<file path="src/rtl/sqrt_nr_refine_if.sv">
// rtl/sqrt_nr_refine_if.sv - operand/result handshake bundle for the square-root refinement stage
//
// Signals:
//   in_valid/in_ready     operand handshake (a = radicand, approx = estimated root)
//   out_valid/out_ready   result handshake (root, rem, iters)
// Modports:
//   master  upstream/downstream side (drives operands, consumes results)
//   slave   the refinement stage itself
interface sqrt_nr_refine_if #(
    parameter int ITER_W = 4
);
    logic              in_valid;
    logic              in_ready;
    logic [31:0]       a;
    logic [15:0]       approx;
    logic              out_valid;
    logic              out_ready;
    logic [15:0]       root;
    logic [16:0]       rem;
    logic [ITER_W-1:0] iters;

    modport master (
        output in_valid, a, approx, out_ready,
        input  in_ready, out_valid, root, rem, iters
    );

    modport slave (
        input  in_valid, a, approx, out_ready,
        output in_ready, out_valid, root, rem, iters
    );
endinterface

</file>
<file path="src/rtl/sqrt_nr_refine.sv">
// rtl/sqrt_nr_refine.sv - Newton-Raphson integer square-root refinement stage
//
// Refines an approximate 16-bit root of a 32-bit radicand with Newton steps
// r' = (r + A/r) >> 1, using a bit-serial restoring divider (32 cycles per
// division), then nudges r by +/-1 until it is exactly floor(sqrt(A)).
//
// Ports:
//   clk   rising-edge clock
//   rst   asynchronous active-high reset
//   bus   slave side of sqrt_nr_refine_if:
//           in_valid/in_ready, a[31:0], approx[15:0]           operand in
//           out_valid/out_ready, root[15:0], rem[16:0], iters   result out
module sqrt_nr_refine #(
    parameter int MAX_ITER = 8,
    parameter int ITER_W   = 4
) (
    input  logic            clk,
    input  logic            rst,
    sqrt_nr_refine_if.slave bus
);

    typedef enum logic [2:0] {
        IDLE,
        DIV,
        UPDATE,
        FIX,
        DONE
    } state_t;

    state_t state;
    state_t state_n;

    // Operand and working root
    logic [31:0]       a_reg;
    logic [15:0]       r;
    logic [ITER_W-1:0] iter;

    // Restoring divider state
    logic [4:0]  cnt;
    logic [31:0] dvd;
    logic [31:0] quo;
    logic [15:0] prem;
    logic [16:0] trial;
    logic        trial_ge;

    // Newton update
    logic [32:0] s_sum;
    logic [31:0] rn_wide;
    logic [15:0] rn;
    logic        close;
    logic        last_iter;

    // Correction (single 16x16 multiplier shared by FIX and the remainder)
    logic [31:0] sq;
    logic [33:0] sq_next;
    logic        fix_dec;
    logic        fix_inc;
    logic [16:0] rem_now;

    // Registered result, loaded once on entry to DONE
    logic [15:0]       root_q;
    logic [16:0]       rem_q;
    logic [ITER_W-1:0] iters_q;

    // The partial remainder is always < r, so shifting in one dividend bit
    // needs 17 bits for the trial compare.
    assign trial    = {prem, dvd[31]};
    assign trial_ge = trial >= {1'b0, r};

    // q can be 0xFFFFFFFF when r=1; the 33-bit sum keeps the carry.
    assign s_sum     = {1'b0, quo} + {17'b0, r};
    assign rn_wide   = 32'(s_sum >> 1);
    assign rn        = (rn_wide[31:16] != 16'd0) ? 16'hFFFF : rn_wide[15:0];
    assign close     = (rn >= r) ? ((rn - r) <= 16'd1) : ((r - rn) <= 16'd1);
    assign last_iter = (iter == ITER_W'(MAX_ITER));

    // (r+1)^2 = r^2 + 2r + 1 reuses the one product.
    assign sq      = 32'(r) * 32'(r);
    assign sq_next = {2'b0, sq} + {17'b0, r, 1'b0} + 34'd1;
    assign fix_dec = sq > a_reg;
    assign fix_inc = (r != 16'hFFFF) && (sq_next <= {2'b0, a_reg});
    assign rem_now = 17'(a_reg - sq);

    always_ff @(posedge clk or posedge rst) begin
        if (rst) begin
            state <= IDLE;
        end else begin
            state <= state_n;
        end
    end

    always_comb begin
        state_n = state;
        case (state)
            IDLE: begin
                if (bus.in_valid) begin
                    state_n = (bus.a == 32'd0) ? DONE : DIV;
                end
            end
            DIV: begin
                if (cnt == 5'd31) begin
                    state_n = UPDATE;
                end
            end
            UPDATE: begin
                state_n = (close || last_iter) ? FIX : DIV;
            end
            FIX: begin
                if (!fix_dec && !fix_inc) begin
                    state_n = DONE;
                end
            end
            DONE: begin
                if (bus.out_ready) begin
                    state_n = IDLE;
                end
            end
            default: state_n = IDLE;
        endcase
    end

    always_ff @(posedge clk or posedge rst) begin
        if (rst) begin
            a_reg   <= 32'd0;
            r       <= 16'd0;
            iter    <= '0;
            cnt     <= 5'd0;
            dvd     <= 32'd0;
            quo     <= 32'd0;
            prem    <= 16'd0;
            root_q  <= 16'd0;
            rem_q   <= 17'd0;
            iters_q <= '0;
        end else begin
            case (state)
                IDLE: begin
                    if (bus.in_valid) begin
                        a_reg <= bus.a;
                        if (bus.a == 32'd0) begin
                            r       <= 16'd0;
                            iter    <= '0;
                            root_q  <= 16'd0;
                            rem_q   <= 17'd0;
                            iters_q <= '0;
                        end else begin
                            // approx==0 would divide by zero; 1 is a safe seed.
                            r    <= (bus.approx == 16'd0) ? 16'd1 : bus.approx;
                            iter <= ITER_W'(1);
                            cnt  <= 5'd0;
                            dvd  <= bus.a;
                            quo  <= 32'd0;
                            prem <= 16'd0;
                        end
                    end
                end
                DIV: begin
                    prem <= trial_ge ? 16'(trial - {1'b0, r}) : trial[15:0];
                    quo  <= {quo[30:0], trial_ge};
                    dvd  <= {dvd[30:0], 1'b0};
                    cnt  <= cnt + 5'd1;
                end
                UPDATE: begin
                    r <= rn;
                    if (!(close || last_iter)) begin
                        iter <= iter + ITER_W'(1);
                        cnt  <= 5'd0;
                        dvd  <= a_reg;
                        quo  <= 32'd0;
                        prem <= 16'd0;
                    end
                end
                FIX: begin
                    if (fix_dec) begin
                        r <= r - 16'd1;
                    end else if (fix_inc) begin
                        r <= r + 16'd1;
                    end else begin
                        root_q  <= r;
                        rem_q   <= rem_now;
                        iters_q <= iter;
                    end
                end
                default: ;
            endcase
        end
    end

    assign bus.in_ready  = (state == IDLE) && !rst;
    assign bus.out_valid = (state == DONE);
    assign bus.root      = root_q;
    assign bus.rem       = rem_q;
    assign bus.iters     = iters_q;

endmodule

</file>
<file path="src/flat_wrapper.sv">
// flat-port wrapper written by rule: the top's interface ports become plain ports
module sqrt_nr_refine_flat 
#(
    parameter int MAX_ITER = 8,
    parameter int ITER_W   = 4
)
  (clk, rst, bus_in_valid, bus_a, bus_approx, bus_out_ready, bus_in_ready, bus_out_valid, bus_root, bus_rem, bus_iters);
  sqrt_nr_refine_if #(.ITER_W(ITER_W)) bus_i ();
  input  logic clk;
  input  logic rst;
  input wire logic [$bits(bus_i.in_valid)-1:0] bus_in_valid;
  input wire logic [$bits(bus_i.a)-1:0] bus_a;
  input wire logic [$bits(bus_i.approx)-1:0] bus_approx;
  input wire logic [$bits(bus_i.out_ready)-1:0] bus_out_ready;
  output wire logic [$bits(bus_i.in_ready)-1:0] bus_in_ready;
  output wire logic [$bits(bus_i.out_valid)-1:0] bus_out_valid;
  output wire logic [$bits(bus_i.root)-1:0] bus_root;
  output wire logic [$bits(bus_i.rem)-1:0] bus_rem;
  output wire logic [$bits(bus_i.iters)-1:0] bus_iters;
  assign bus_i.in_valid = bus_in_valid;
  assign bus_i.a = bus_a;
  assign bus_i.approx = bus_approx;
  assign bus_i.out_ready = bus_out_ready;
  assign bus_in_ready = bus_i.in_ready;
  assign bus_out_valid = bus_i.out_valid;
  assign bus_root = bus_i.root;
  assign bus_rem = bus_i.rem;
  assign bus_iters = bus_i.iters;
  sqrt_nr_refine #(.MAX_ITER(MAX_ITER), .ITER_W(ITER_W)) u_core (.clk(clk), .rst(rst), .bus(bus_i));
endmodule
</file>
<file path="config.mk">
export PLATFORM = sky130hd
export DESIGN_NAME = sqrt_nr_refine_flat
export DESIGN_NICKNAME = d
export VERILOG_FILES = /design/src/rtl/sqrt_nr_refine_if.sv /design/src/rtl/sqrt_nr_refine.sv /design/src/flat_wrapper.sv
export SDC_FILE = /design/constraint.sdc
export NUM_CORES = 1
export LEC_CHECK = 0
export CAP_MARGIN = 0
export CORE_UTILIZATION = 50
export CTS_BUF_LIST = sky130_fd_sc_hd__clkbuf_16
export DETAILED_ROUTE_END_ITERATION = 10
export PLACE_DENSITY = 0.69
export SLEW_MARGIN = 20
export SYNTH_ARGS = -nofsm -noshare
export SYNTH_HDL_FRONTEND = slang
export SYNTH_SLANG_ARGS = --single-unit
</file>
<file path="constraint.sdc">
create_clock -name clk -period 12.5 [get_ports clk]
set_clock_uncertainty 0.05 [all_clocks]
set_input_delay 2.5 -clock clk [delete_from_list [all_inputs] [get_ports clk]]
set_output_delay 2.5 -clock clk [all_outputs]
set_load 0.03 [all_outputs]
</file>
==> flow_summary_export.csv, run 1 <==
group,metric,value,unit
clock_network,postCtsResizedCells,0,
global_route,grt_usage,30.9,%
clock_network,clock-sinks,177,
worst_setup_path,crit_top_cell,"inv_1",
placed_design,postPlaceCellArea,25300,um^2
yosys,synth_edf_count,0,
worst_setup_path,critPathBufInv,10,
clock_network,clk_pin_slew,90,ps
clock_network,cts_buffers,17,
floorplanning,die_h,219,um
floorplanning,design.die.area,48200,um^2
yosys,synth_common_cells,"nand2_1, inv_1, ha_1",
floorplanning,fp-row-count,79,
floorplanning,start_util,50.8,%
yosys,syn_area,23700,um^2
worst_setup_path,crit_cells,42,
yosys,async_reset_ff_share,100,%
yosys,synth.most_common_cell,"nand2_1",
clock_network,postCtsHoldBufs,0,
yosys,ys_types,88,
placed_design,post-dp-hpwl,57500,um
global_route,grt_overflow_total,0,
yosys,synthCells,2844,
layout,fin_cells,3519,
clock_network,postCtsSetupBuffers,0,
sta,setup_viol,0,
clock_network,root_buffer,"clkbuf_16",
drt,ant_nets,0,
sta,tns,0,ps
clock_network,cts_tree,"yes",
worst_setup_path,crit_arrival,12200,ps
clock_network,insertion_delay,500,ps
drt,drt-total-wl,72300,um
drt,vias,21200,
sta,fmax,0.0843,GHz
min_path,hold_depth,1,
placed_design,place_congestion,0.979,
yosys,avgSynthCellArea,8.32,um^2
placed_design,placedCellCount,3485,
global_route,grt_pass1_vias,21000,
drt,drc,0,
yosys,ys.flop_type,"dfrtp_1",
yosys,yosysTopAreaCellShare,18.7,%
drt,wl_per_cell,20.5,um
min_path,min_path_type,"reg -> reg",
worst_setup_path,end_kind,"flop",
sta,rsz0062_at_grt,"false",
run_status,outcome,"finished clean",
clock_network,clk_path_buf_depth,2,
drt,vias_per_cell,6.02,
sta,slew_headroom,24.2,%
sta,slew_violations,0,
layout,synthToLayoutAreaGrowth,9.97,%
layout,drive_gt1_share,6.01,%
yosys,yosys_warnings,0,
layout,design_area,26000,um^2
worst_setup_path,cp.required,12830,ps
sta,finalCritPeriodShare,94.9,%
worst_setup_path,start_kind,"flop",
sta,hold_violations,0,
drt,dr.first_iter.drc_count,1819,
floorplanning,core,46600,um^2
floorplanning,ioPinCount,91,
worst_setup_path,crit_family,"adder cells",
global_route,grt_pass1_wl,116000,um
floorplanning,dieWidth,219,um
global_route,antenna_found_initial,1,
worst_setup_path,cp_slowest_cell,"or4_1",
run,cap_violations,0,
yosys,yosys.area.top_type,"dfrtp_1",
drt,drtPass1Iterations,8,
yosys,ys_top_cells_by_area,"dfrtp_1, ha_1, fa_1",
yosys,syn-num-nets,3337,
worst_setup_path,ff2ff_path_depth,42,
global_route,grt_max_degree,106,
worst_setup_path,crit_path_max_incr_delay,680,ps
sta,finalCriticalPeriod,11860,ps
sta,worstMarginPinSlew,1130,ps
placed_design,portBuffers,90,
worst_setup_path,critical_path_class,"reg -> reg",
clock_network,htree_num_levels,4,
yosys,synth_seq_area_share,18.7,%
worst_setup_path,critPathMaxFanout,14,
yosys,synth_seq_cells,177,
layout,nNetsFinal,3391,
-- logic make-up (layout without fill, tap and decap cells) --
kind of cell | after synthesis | count (layout) | share of synthesized area (%)
compound gates | 636 | 636 | 17.9
simple gates | 851 | 851 | 16.7
buf+inv | 486 | 553 | 7.89
fa+ha+maj | 441 | 441 | 28.6
other cells | 0 | 1 | 0
mux | 112 | 112 | 4.94
xor+xnor | 141 | 141 | 5.22
flops | 177 | 177 | 18.7
-- placed cells by master (no fill, tap or decap), types with 36 or more instances in the layout --
master	instances
fa_1	165
o21ai_0	140
a21oi_1	125
a21o_1	66
buf_4	54
clkdlybuf4s50_1	90
mux2i_1	74
mux2_2	36
ha_1	276
inv_1	363
nand4_1	37
nor3_1	48
nor2_1	180
xnor2_1	91
xor2_1	50
dfrtp_1	172
nand2_1	368
nand3_1	45
-- cell type report --
class / count / area [um^2]
repair buffers: 146 / 1350
clock buffers: 17 / 425
fillers: 4354 / 20500
multi-input cells: 2181 / 17400
clock inverters: 15 / 206
diodes: 1 / 2.50
well taps: 607 / 759
inverters: 375 / 1410
flip-flops and latches: 177 / 4440
-- through the flow --
step	setup slack [ps]	utilization, %	hold slack [ps]
after floorplan	1320	-	415
after global placement	822	54.4	425
after detailed placement	601	54.4	446
after CTS	556	55.8	463
after global routing	3.73	55.9	484
final	635	55.9	464
-- routing by layer --
layer	global-route usage [%]	vias to the layer above	wire length [um]
li1	-	9895	-
met1	40.7	10400	30500
met2	51.0	762	34300
met3	4.58	144	4790
met4	12.0	0	2720
met5	0	-	0
-- final timing paths --
check	from	endpoint	slack (ps)
worst max-delay path	u_core.r[3]$_DFFE_PP0P_	u_core.r[14]$_DFFE_PP0P_	640
worst min-delay path	u_core.dvd[24]$_DFFE_PP0P_	u_core.dvd[24]$_DFFE_PP0P_	460
worst max register to register	u_core.r[3]$_DFFE_PP0P_	u_core.r[14]$_DFFE_PP0P_	640
worst min register to register	u_core.dvd[24]$_DFFE_PP0P_	u_core.dvd[24]$_DFFE_PP0P_	460
max in group asynchronous	rst	u_core.r[12]$_DFFE_PP0P_	8240
min in group asynchronous	rst	u_core.bus.rem[2]$_DFFE_PP0P_	2570
Power of run 1 is not shown: default switching activity piles up to over one toggle a cycle in this logic, so the estimate is an artifact.
==> run 2, diff against run 1 <==
--- a/config.mk
+++ b/config.mk
@@ -5,7 +5,6 @@
 export SDC_FILE = /design/constraint.sdc
 export NUM_CORES = 1
 export LEC_CHECK = 0
-export CAP_MARGIN = 0
 export CORE_UTILIZATION = 50
 export CTS_BUF_LIST = sky130_fd_sc_hd__clkbuf_16
 export DETAILED_ROUTE_END_ITERATION = 10
==> results of run 2 <==
The final DEF is identical to that of run 1; final timing and power are the same.
Power of run 2 is left out for the same reason.
